`src/rtl/button_conditioner.sv`:
```
// Push-button front end for the lighting block: synchronise, debounce, and turn each press
// into one-cycle step pulses, with auto-repeat while the button is held.
module button_conditioner #(
  parameter int SYNC_STAGES     = 2,
  parameter int DEBOUNCE_CYCLES = 4,
  parameter int REPEAT_DELAY    = 16,
  parameter int REPEAT_PERIOD   = 8,
  parameter int CNT_W           = 16
) (
  input  logic clk,
  input  logic rst,
  input  logic button_raw,
  output logic button,
  output logic pressed,
  output logic repeat_active
);

  typedef enum logic [1:0] {ST_IDLE, ST_HELD, ST_REPEAT} state_t;

  localparam logic [CNT_W-1:0] DB_LAST     = CNT_W'(DEBOUNCE_CYCLES - 1);
  localparam logic [CNT_W-1:0] DELAY_LAST  = CNT_W'((REPEAT_DELAY > 0) ? REPEAT_DELAY - 1 : 0);
  localparam logic [CNT_W-1:0] PERIOD_LAST = CNT_W'(REPEAT_PERIOD - 1);
  localparam logic [CNT_W-1:0] CNT_MAX     = '1;

  logic [SYNC_STAGES-1:0] sync_q;
  logic                   s;
  logic [CNT_W-1:0]       db_cnt;
  logic [CNT_W-1:0]       db_cnt_next;
  logic                   pressed_next;
  state_t                 state;
  state_t                 state_next;
  logic [CNT_W-1:0]       rcnt;
  logic [CNT_W-1:0]       rcnt_next;
  logic                   button_next;
  logic                   repeat_next;

  assign s = sync_q[SYNC_STAGES-1];

  always_ff @(posedge clk or posedge rst) begin
    if (rst) begin
      sync_q <= '0;
    end else begin
      sync_q <= {sync_q[SYNC_STAGES-2:0], button_raw};
    end
  end

  // pressed_next is the level for the coming cycle; the FSM keys off it so the first
  // pulse lines up with the first cycle pressed is high.
  always_comb begin
    pressed_next = pressed;
    db_cnt_next  = db_cnt;
    if (s == pressed) begin
      db_cnt_next = '0;
    end else if (db_cnt >= DB_LAST) begin
      pressed_next = ~pressed;
      db_cnt_next  = '0;
    end else if (db_cnt != CNT_MAX) begin
      db_cnt_next = db_cnt + CNT_W'(1);
    end
  end

  always_ff @(posedge clk or posedge rst) begin
    if (rst) begin
      db_cnt  <= '0;
      pressed <= 1'b0;
    end else begin
      db_cnt  <= db_cnt_next;
      pressed <= pressed_next;
    end
  end

  always_comb begin
    state_next  = state;
    rcnt_next   = rcnt;
    button_next = 1'b0;
    repeat_next = repeat_active;
    case (state)
      ST_IDLE: begin
        repeat_next = 1'b0;
        if (pressed_next && !pressed) begin
          button_next = 1'b1;
          rcnt_next   = '0;
          state_next  = ST_HELD;
        end
      end
      ST_HELD: begin
        if (!pressed_next) begin
          rcnt_next   = '0;
          repeat_next = 1'b0;
          state_next  = ST_IDLE;
        end else if ((REPEAT_DELAY > 0) && (rcnt == DELAY_LAST)) begin
          button_next = 1'b1;
          repeat_next = 1'b1;
          rcnt_next   = '0;
          state_next  = ST_REPEAT;
        end else if (rcnt != CNT_MAX) begin
          rcnt_next = rcnt + CNT_W'(1);
        end
      end
      ST_REPEAT: begin
        // Release takes priority over a pulse scheduled for the same cycle.
        if (!pressed_next) begin
          rcnt_next   = '0;
          repeat_next = 1'b0;
          state_next  = ST_IDLE;
        end else if (rcnt == PERIOD_LAST) begin
          button_next = 1'b1;
          rcnt_next   = '0;
        end else if (rcnt != CNT_MAX) begin
          rcnt_next = rcnt + CNT_W'(1);
        end
      end
      default: begin
        repeat_next = 1'b0;
        rcnt_next   = '0;
        state_next  = ST_IDLE;
      end
    endcase
  end

  always_ff @(posedge clk or posedge rst) begin
    if (rst) begin
      state         <= ST_IDLE;
      rcnt          <= '0;
      button        <= 1'b0;
      repeat_active <= 1'b0;
    end else begin
      state         <= state_next;
      rcnt          <= rcnt_next;
      button        <= button_next;
      repeat_active <= repeat_next;
    end
  end

endmodule

```
`config.mk`:
```
export PLATFORM = sky130hd
export DESIGN_NAME = button_conditioner
export DESIGN_NICKNAME = d
export VERILOG_FILES = /design/src/rtl/button_conditioner.sv
export SDC_FILE = /design/constraint.sdc
export NUM_CORES = 1
export LEC_CHECK = 0
export ABC_AREA = 1
export ABC_CLOCK_PERIOD_IN_PS = 1700
export BUFFER_PORTS_ARGS = -buffer_cell sky130_fd_sc_hd__buf_4
export CORE_MARGIN = 5
export CORE_UTILIZATION = 53
export CTS_CLUSTER_DIAMETER = 60
export DETAILED_ROUTE_END_ITERATION = 12
export PLACE_DENSITY = 0.69
export SYNTH_ARGS = -nofsm -noshare
export SYNTH_HDL_FRONTEND = slang
export SYNTH_SLANG_ARGS = --single-unit
```
`constraint.sdc`:
```
create_clock -name clk -period 1.7 [get_ports clk]
set_input_delay 0.255 -clock clk [delete_from_list [all_inputs] [get_ports clk]]
set_output_delay 0.255 -clock clk [all_outputs]
set_load 0.02 [all_outputs]
```
[After elaboration in Yosys (flattened, before gate mapping)]
Cells that the tools add are included.
W data, S select, Z words.
Word-level totals
  register bits: 39
  bits of input ports: 3
  word-level logic and storage cells: 54
  output and inout port bits: 3
Operators by class
  mux-type cells: 27
  $lt $le $gt $ge: 1
  equal/unequal tests: 10
  reduce and logical (&&, ||, !) cells: 6
  bitwise operators: 1
  $add $sub $neg: 2
Operator list (number)
  $mux W16: 9
  $pmux W16 S3: 1
  $add A16 B1 Y16 const B: 2
  $ne A16 B16 Y1 const B: 2
  $eq A16 B3 Y1 const B: 1
  $eq A16 B4 Y1 const B: 1
  $ge A16 B2 Y1 const B: 1
  $mux W1: 10
  $mux W2: 4
  $pmux W2 S3: 1
  $ne A2 B2 Y1 const B: 2
  $ne A3 B3 Y1 const B: 1
  $pmux W1 S3: 1
  $reduce_and A3 Y1: 1
  $reduce_bool A3 Y1: 1
  $eq A2 B1 Y1 const B: 1
  $eq A2 B2 Y1 const B: 1
  $logic_not A2 Y1: 1
  $pmux W1 S2: 1
  $reduce_and A2 Y1: 1
  $eq A1 B1 Y1: 1
  $logic_and A1 B1 Y1: 1
  $logic_not A1 Y1: 1
  $not A1 Y1: 1

[Longest topological paths before layout]
Gate-level depths: netlist (run 1).
  depth in word-level cells: 6
  depth in mapped cells: 12
  depth with buffers taken out: 12

[Worst setup path after synthesis (run 1)]
OpenSTA, ideal clock, no wires.
  path type: reg2reg
  from: reg db_cnt[0]
  to: reg rcnt[2]
  buffers on the path: 1
  required time: 1635 ps
  cell stages (with the launch flop): 12
  arrival time: 1463 ps
  slack: 172 ps
  cells stage by stage: dfrtp_1 ha_1 inv_1 nand2_1 nor2_1 nand3_1 nand2_4 buf_4 nand2_1 a21oi_1 nand3_1 nand2_1
Between the ends
  word-level cells in the longest chain between the ends: 5
  elaborated cells on any way between the ends: 8
  classes of those cells: order compare: 1; eq/ne: 1; mux: 5; reduce/logical: 1
RTL lines
  start, declared: line 27  | logic [CNT_W-1:0] db_cnt;
  start signal, assigned: line 67  | db_cnt <= db_cnt_next;
  $ge A16 B2 Y1 (*): line 54  | end else if (db_cnt >= DB_LAST) begin
  $mux W1 (*): line 54
  $mux W1 (*): line 52  | if (s == pressed) begin
  via pressed_next: line 29  | logic pressed_next;
  $mux W16 (tied with other cells): line 102  | if (!pressed_next) begin
  $pmux W16 S3 / $ne A2 B2 Y1 (equally long branches)
  end signal, assigned: line 129  | rcnt <= rcnt_next;
  end, declared: line 32  | logic [CNT_W-1:0] rcnt;
Mark *: on every way through the listed nets, which the timed path passes. The rest lies on a longest branch.
A chain may end at the register's enable or synchronous reset.

[Worst setup path in the final report (run 1)]
  from: reg db_cnt[0]
  to: reg rcnt[0]
Between the ends
  word-level cells in the longest chain between the ends: 5
  elaborated cells on any way between the ends: 8
  classes of those cells: order compare: 1; eq/ne: 1; mux: 5; reduce/logical: 1
RTL lines (line)
  $ge A16 B2 Y1 (*): 54
  $mux W1 (*): 54
  $mux W1 (*): 52
  $mux W16 (tied with other cells): 102
  $pmux W16 S3 / $ne A2 B2 Y1 (equally long branches)
Every way passes the cells marked *; elsewhere a longest branch is shown, timed or not.

==> results, run 1 <==
- From left edge to right edge, the die measures around 74 µm.
- The proportion of layout cells with a drive suffix above 1 is 0.212.
- After legalization and detailed placement, the total HPWL measured between 3000 and 4000 µm.
- Across the run, the number of max-cap violations was 0.
- The layout-stage area growth over the synthesis result is 21.1%.
- In the final routed layout, each cell accounts on average for ~13 µm.
- STA classifies the critical path startpoint as a flop.
- Synthesis produced a netlist whose cell count is 295.
- The signal on the critical path passes through ha_1 -> inv_1 -> nand2_1 -> nor2_4 -> nand3_2 -> nand2_4 -> nand3_4 -> nand2_4 -> nand2_2 -> a21oi_2.
- The synthesis-stage register bit count is 39.
- For this run, the slowest stage of the critical path takes 0.39 ns.
- The cell leakage power is ~1.3 nW.
- Using the TritonRoute via totals, the vias-per-cell ratio works out to 5.12.
- The remaining global-route overflow is 0.
- For this run, asynchronously set or reset flops after synthesis account for 1.00.
- The worst-case IR drop observed on VDD is around 790 µV.
- For the worst-skew pair, the clock arrives at the later sink with an insertion delay of ~0.3 ns.
- The largest individual stage delay along the critical path comes from the cell sky130_fd_sc_hd__dfrtp_1.
- The largest fanout on the critical path is 8.
- The critical path class is reg2reg.
- The initial antenna violation count is 0.
- The final layout contains routed wiring with a total length of approximately 4800 µm.
- STA classifies the critical path endpoint as a flop.
- The initial core utilization is 0.547.
- Timing would allow up to a little over 600 MHz.
- Setup repair after global routing could not meet its margin everywhere.
- CTS built an H-tree with a depth of 2.
- The synthesized cell area is about 2200 µm².
- TritonCTS built the clock tree.
- The cell that appears most often on the critical path is sky130_fd_sc_hd__nand2_4.
- Clock skew on the completed layout was measured at ~0.011 ns.
- The number of clock buffers added by TritonCTS is 5.
- The core region area is approximately 4000 µm².
- Setup violations remaining at the end of the flow were counted as 0.
- The number of top-level pins is 6.
- The number of input and output port buffers inserted is 5.
- The number of design rule violations left after detail routing is 0.
- The die area is ~5500 µm².
- The average cell area after synthesis is between 7 and 8 µm².
- The library cell with the highest instance count after synthesis is sky130_fd_sc_hd__nand2_1.
- The overall routing resource usage is 0.191.
- In this run the power density over the cells is 1080 nW/µm².
- The total number of placement rows is 23.
- The flow ran to the end, and the final reports show no timing, DRC or antenna violations.
- The share of the Yosys chip area taken by registers is 0.443.
- Data arrives at the worst endpoint at 1.84 ns.
- The root buffer selected by CTS is sky130_fd_sc_hd__clkbuf_8.
- Once layout is done, the placed cells without fillers occupy 2670 µm².
- The antenna diode instance count is 0.
- The power consumption is about 2.9 mW.
- Once detail routing completed, the nets flagged for antenna violations numbered 0.
- The number of enable flip-flop cells after synthesis is 0.
- The number of warning messages in the yosys log is 0.
- The clock period could shrink to roughly 1.6 ns.
- After detailed placement, the design holds a cell count of around 370.
- The pin count of the biggest net entering global routing is 40.
- The required arrival time at the worst endpoint is between 1.5 and 2 ns.
- The number of distinct library cells after synthesis is 25.
- After clock tree synthesis, the clock-pin slew on the worst setup and hold paths is roughly 0.090 ns.
- Summing over every cut layer, the via total after detailed routing is roughly 1900.
- The commonest cells after synthesis are sky130_fd_sc_hd__nand2_1, sky130_fd_sc_hd__dfrtp_1, sky130_fd_sc_hd__nor2_1.
- The congestion estimate from routability-driven global placement came to 0.889.
- The first detailed-routing pass took 4 iterations.
- The finished layout holds 380 standard cells, fillers aside.
- The final layout contains approximately 340 nets.
- The number of global-route vias before repair is between 1500 and 2000.
- The path class of the lowest-slack min-delay path is in2async.
- The max-slew violation count is 0.
- The die height is ~74 µm.
- The worst hold slack is between 0.05 and 0.06 ns.
- Yosys attributes the largest share of cell area to sky130_fd_sc_hd__dfrtp_1, sky130_fd_sc_hd__nand2_1, sky130_fd_sc_hd__nand3_1.
- Of the available clock period, the critical path in the final layout requires 0.947.
- CTS saw 39 sinks.
- The count of endpoints failing hold in the final timing report is 0.
- In the synthesized netlist the dominant register cell turns out to be sky130_fd_sc_hd__dfrtp_1.
- The dominant cell type by area after synthesis is sky130_fd_sc_hd__dfrtp_1.
- The share of synthesized area in the top cell type comes to 0.443.
- The largest buffer count on any clock path is 2.
- The placed instances occupy a cell area of around 2400 µm².
- For this block, the initial DRC count from the detailed router was between 100 and 150.
- Summed over all failing endpoints, the final setup total negative slack is 0 ns.
- The number of filler cells placed in the layout is 360.
- The first global-routing pass estimated 8110 µm of wire.
==> final timing paths <==
| kind | start | endpoint | slack [ns] | cells past startpoint |
|---|---|---|---|---|
| max | db_cnt[0] | rcnt[0] | 0.09 | 10 |
| min | rst | rcnt[11] | 0.06 | 3 |
| max reg2reg | db_cnt[0] | rcnt[0] | 0.09 | 10 |
| min reg2reg | sync_q[0] | sync_q[1] | 0.36 | 0 |
| max in group asynchronous | rst | rcnt[4] | 1.29 | 3 |
| min in group clk | button_raw | sync_q[0] | 0.06 | 1 |
==> power breakdown <==
part           switching, mW  leakage [nW]  total (mW)  internal (mW)
Sequential            0.0567         0.499        1.06           1.00
Combinational          0.613         0.764        1.01          0.396
Clock                  0.364        0.0587       0.810          0.445
==> metrics by stage <==
step / utilization / setup slack (ns)
after global placement: 0.603 / 0.0329
final: 0.662 / 0.0898
after global routing: 0.662 / -0.0563
after floorplan: - / 0.172
after detailed placement: 0.603 / -0.0527
after CTS: 0.635 / 0.00181
==> timing repair <==
| item | in CTS | in global routing |
|---|---|---|
| hold buffers | 0 | 0 |
| resized for setup | 2 | 22 |
| endpoints found under the hold margin | 0 | 0 |
| endpoints found under the setup margin | 4 | 20 |
| pin swaps | 1 | 7 |
| setup buffers | 1 | 3 |
==> state kept, by name (all words and copies together) (netlist names) <==
signal,cells
repeat_active,1
pressed,1
state,2
db_cnt,16
rcnt,16
button,1
sync_q,2
==> kinds of logic after synthesis <==
logic type                 after synthesis  share of synthesized area
DFF                                     39                      0.443
adders and majority gates                6                     0.0341
and+or+nand+nor                        190                      0.390
buffers and inverters                   38                     0.0767
AOI/OAI and AO/OA                       17                     0.0386
xor gates and xnor gates                 4                     0.0159
other                                    1                    0.00170
==> routing by layer <==
layer | part of all wire | vias up | track usage | routed length, µm
li1 | - | 988 | - | -
met4 | 0.0083 | 0 | 0.0494 | 40
met2 | 0.48 | 50 | 0.306 | 2320
met1 | 0.46 | 898 | 0.260 | 2220
met5 | 0 | - | 0 | 0
met3 | 0.053 | 9 | 0.0486 | 255
==> critical path, delay by kind of cell (launching register included) <==
kind | cells | cell delay, ns
simple gates | 7 | 0.78
flops | 1 | 0.39
fa+ha+maj | 1 | 0.19
compound gates | 1 | 0.13
buf+inv | 1 | 0.05
==> placed cells by master (no fill, tap or decap) <==
cell type	count
sky130_fd_sc_hd__nand3b_1	2
sky130_fd_sc_hd__nor2_1	33
sky130_fd_sc_hd__conb_1	14
sky130_fd_sc_hd__nand3_2	5
sky130_fd_sc_hd__nor2_2	5
sky130_fd_sc_hd__a21oi_1	6
sky130_fd_sc_hd__nor3_1	1
sky130_fd_sc_hd__inv_2	3
sky130_fd_sc_hd__nand3_1	25
sky130_fd_sc_hd__buf_12	2
sky130_fd_sc_hd__xnor2_1	1
sky130_fd_sc_hd__nor2_4	4
sky130_fd_sc_hd__o21ai_1	3
sky130_fd_sc_hd__nand2_1	87
sky130_fd_sc_hd__bufinv_16	1
sky130_fd_sc_hd__inv_6	1
sky130_fd_sc_hd__dfrtp_2	1
sky130_fd_sc_hd__buf_4	23
sky130_fd_sc_hd__clkbuf_8	5
sky130_fd_sc_hd__xor2_1	3
sky130_fd_sc_hd__a21oi_2	3
sky130_fd_sc_hd__nand2_4	3
sky130_fd_sc_hd__ha_1	5
sky130_fd_sc_hd__nand4_1	14
sky130_fd_sc_hd__clkinv_4	1
sky130_fd_sc_hd__inv_1	23
sky130_fd_sc_hd__ha_4	1
sky130_fd_sc_hd__dfrtp_1	38
sky130_fd_sc_hd__inv_4	1
sky130_fd_sc_hd__o21ai_0	5
sky130_fd_sc_hd__nand3_4	1
sky130_fd_sc_hd__nand2_2	10
==> area by class of cell <==
class                   instances  area [µm²]  share of cell area
multi-input cells             231        1190               0.448
flip-flops and latches         39         977               0.366
repair buffers                 25         213              0.0797
inverters                      27         104              0.0389
clock buffers                   5        68.8              0.0258
well taps                      50        62.6              0.0235
clock inverters                 3        47.5              0.0178
Note: power is estimated with default switching activity, not from simulation.
==> inputs of run 2 (changes only) <==
- CELL_PAD_IN_SITES_DETAIL_PLACEMENT: not set -> 0
- CELL_PAD_IN_SITES_GLOBAL_PLACEMENT: not set -> 1
- CORE_UTILIZATION: 53 -> 46
- PLACE_DENSITY: 0.69 -> not set
- PLACE_DENSITY_LB_ADDON: not set -> 0.1
- REMOVE_ABC_BUFFERS: not set -> 1
==> run 2 against run 1 <==
Net effect:
- final area shrank 0.66%
- power fell by 5.0%
- wire length decreased by 2.0%
- global-route usage shrank 2.1 points
- hold slack better by 0.0041 ns
- sequential cell count stayed put
==> results, run 2 (synthesized netlist as in run 1, its figures left out) <==
- The number of clock sinks seen by CTS is 39 (unchanged).
- The met2 wire length came to 2280 µm (-2.0%).
- The worst hold slack is 0.0627 ns (+0.00414 ns).
- The flow ran to the end, and the final reports show no timing, DRC or antenna violations.
- The final clock period utilization by the worst path is 0.961 (+0.0139).
- The type of destination of the critical path is a flop.
- The number of vias in the routed layout is 1862 (-4.3%).
- The pin count of the biggest net entering global routing is 40 (unchanged).
- The max-cap violation count came to 0 (unchanged).
- The switching power share of the total came to 0.359 (-0.000676).
- The tree is rooted in a sky130_fd_sc_hd__clkbuf_8.
- The endpoint arrival time on the critical path is 1.87 ns (+0.03 ns).
- The initial core utilization was 0.469 (-0.0773).
- The number of failing setup endpoints in the final timing report was 0 (unchanged).
- The proportion of layout cells with a drive suffix above 1 is 0.205 (-0.00723).
- The number of input and output port buffers inserted is 5 (unchanged).
- The fmax came to 612 MHz (-1.4%).
- The largest fanout on the critical path is 3 (-5).
- The initial antenna violation count came to 0 (unchanged).
- The antenna diode instance count was 0 (unchanged).
- The final HPWL from detailed placement is 3440 µm (+0.52%).
- The average wire per cell in the routed design is 12.5 µm (-2.2%).
- The post-CTS setup repair buffer count is 0 (-1).
- The topmost layer with routed signal wires is met4.
- The peak supply drop is 667 µV (-15%).
- Compared with the post-synthesis result, the final layout area differs by 20.3%.
- The internal power of the cells is 1.75 mW (-4.9%).
- The number of filler cells placed in the layout is 435 (+21%).
- The largest buffer count on any clock path came to 2 (unchanged).
- The power per standard cell area is 1030 nW/µm² (-4.4%).
- The design area is 2650 µm² (-0.66%).
- In the layout the commonest cells are sky130_fd_sc_hd__nand2_1, sky130_fd_sc_hd__dfrtp_1, sky130_fd_sc_hd__nor2_1.
- The overall routing resource usage is 0.170 (-0.0211).
- The share of the core filled with cells is 0.565 (-0.0973).
- The number of nets at the end of the flow is 335 (-0.89%).
- The combinational share of power is 0.322 (-0.029).
- Setup repair after global routing could not meet its margin everywhere.
- The count of endpoints failing hold in the final timing report is 0 (unchanged).
- The met3 wire length is 146 µm (-43%).
- The number of top-level pins is 6 (unchanged).
- The length of routed wiring on met1 is 2260 µm (+1.5%).
- The fraction of power consumed by sequential logic was 0.388 (+0.020).
- The delay contributed by the slowest stage of the critical path is 0.41 ns (+0.02 ns).
- The total number of placement rows is 25 (+8.7%).
- The die area is 6270 µm² (+13%).
- The path class of the lowest-slack min-delay path is in2reg.
- The max-slew violation count is 0 (unchanged).
- The die height was 79.2 µm (+6.4%).
- The number of optimization iterations in the first detailed-route pass was 4 (unchanged).
- The number of buffers and inverters on the critical path is 1 (unchanged).
- The power consumption was 2.73 mW (-5.0%).
- The CTS tree is done.
- The sequential cell area is 978 µm² (+0.13%).
- The aggregate routed wire length is 4750 µm (-2.0%).
- The net switching power of the design came to 980 µW (-5.2%).
- Traced cell by cell, the critical path runs through ha_4 -> nand2_2 -> nor2_4 -> buf_4 -> nand3_1 -> nand2_1 -> nand2_1 -> nand2_1 -> nand3_1 -> nand2_1 -> nand3_1 -> nand2_1.
- The clock power share is 0.290 (+0.008).
- The register clock-pin slew on the reported worst setup and hold paths is 0.09 ns (about the same).
- The width of the chip is 79.2 µm (+6.4%).
- Among cell families on the critical path, the largest total delay comes from simple AND/OR/NAND/NOR gates.
- The worst setup path is of the reg2reg kind.
- The post-route minimum period was 1.63 ns (+0.0237 ns).
- The clock latency reported for the late side of the worst-skew pair is 0.29 ns (about the same).
- The library cell appearing most often on the critical path is sky130_fd_sc_hd__nand2_1.
- The post-placement cell area came to 2450 µm² (+1.0%).
- The number of global-route vias before repair is 1790 (-0.83%).
- On the critical path, the stage with the largest delay is an instance of sky130_fd_sc_hd__dfrtp_1.
- The required arrival time at the worst endpoint is 1.94 ns (about the same).
- The number of design rule violations left after detail routing is 0 (unchanged).
- The placer's final routability congestion estimate was 0.822 (-7.5%).
- The remaining global-route overflow was 0 (unchanged).
- The multi-input gate area in the final layout is 1180 µm² (-1.0%).
- The setup skew after layout is 0.0114 ns (+0.000404 ns).
- The first-pass GRT wire length is 8400 µm (+3.6%).
- The startpoint type of the worst setup path is a flop.
- The core region area is 4690 µm² (+16%).
- The detailed router's first-iteration violation count is 98 (-24%).
- The remaining antenna violation count is 0 (unchanged).
- The library cell used most frequently in the layout, excluding fill and tap cells, is sky130_fd_sc_hd__nand2_1.
- The number of CTS-inserted buffers is 5 (unchanged).
- In the final layout, the registers with the most flip-flops are db_cnt x16, rcnt x16.
- The cell leakage power came to 1.30 nW (-1.3%).
- The via count normalized by instance count was 4.89 (-4.5%).
- The H-tree depth is 2 (unchanged).
## run 2: path summary, 6_finish.rpt
check	start	end	slack, ns	depth (start not counted)
setup / recovery	rcnt[0]	rcnt[12]	0.07	12
max in group asynchronous	rst	rcnt[4]	1.26	3
hold reg to reg	sync_q[0]	sync_q[1]	0.36	0
setup reg to reg	rcnt[0]	rcnt[12]	0.07	12
min in group asynchronous	rst	db_cnt[5]	0.07	3
hold / removal	button_raw	sync_q[0]	0.06	1
## run 2: power groups by stage
stage | Sequential [mW] | Clock, mW | Combinational, mW
finish | 1.06 | 0.792 | 0.881
global route | 1.07 | 0.864 | 0.973
CTS | 1.05 | 0.822 | 0.841
detailed placement | 1.07 | 0 | 0.829
global placement | 1.06 | 0 | 0.837
floorplan | 1.08 | 0 | 0.454
## run 2: stage by stage
stage,worst slack (ns),cells,setup TNS [ns]
5_1_grt,-0.0255,381,-0.0319
3_5_place_dp,0.0211,373,0
2_1_floorplan,-0.0503,297,-0.701
3_3_place_gp,0.0423,373,0
6_report,0.0662,381,0
4_1_cts,0.0158,381,0
## run 2: cell type report
class,instances,area share
clock inverters,3,0.0175
multi-input cells,231,0.446
clock buffers,5,0.0260
inverters,27,0.0392
well taps,54,0.0255
flip-flops and latches,39,0.369
repair buffers,22,0.0765
## run 2: routing by layer
metal	global-route usage	vias to the layer above
li1	-	987
met1	0.230	850
met2	0.272	19
met3	0.0306	6
met4	0.0653	0
met5	0	-
## run 2: what timing repair did
item                       in CTS  in global routing
setup endpoints to repair       2                 20
pin swaps                       0                  8
gates cloned                    0                  0
gates resized for setup         1                 24
hold buffers                    0                  0
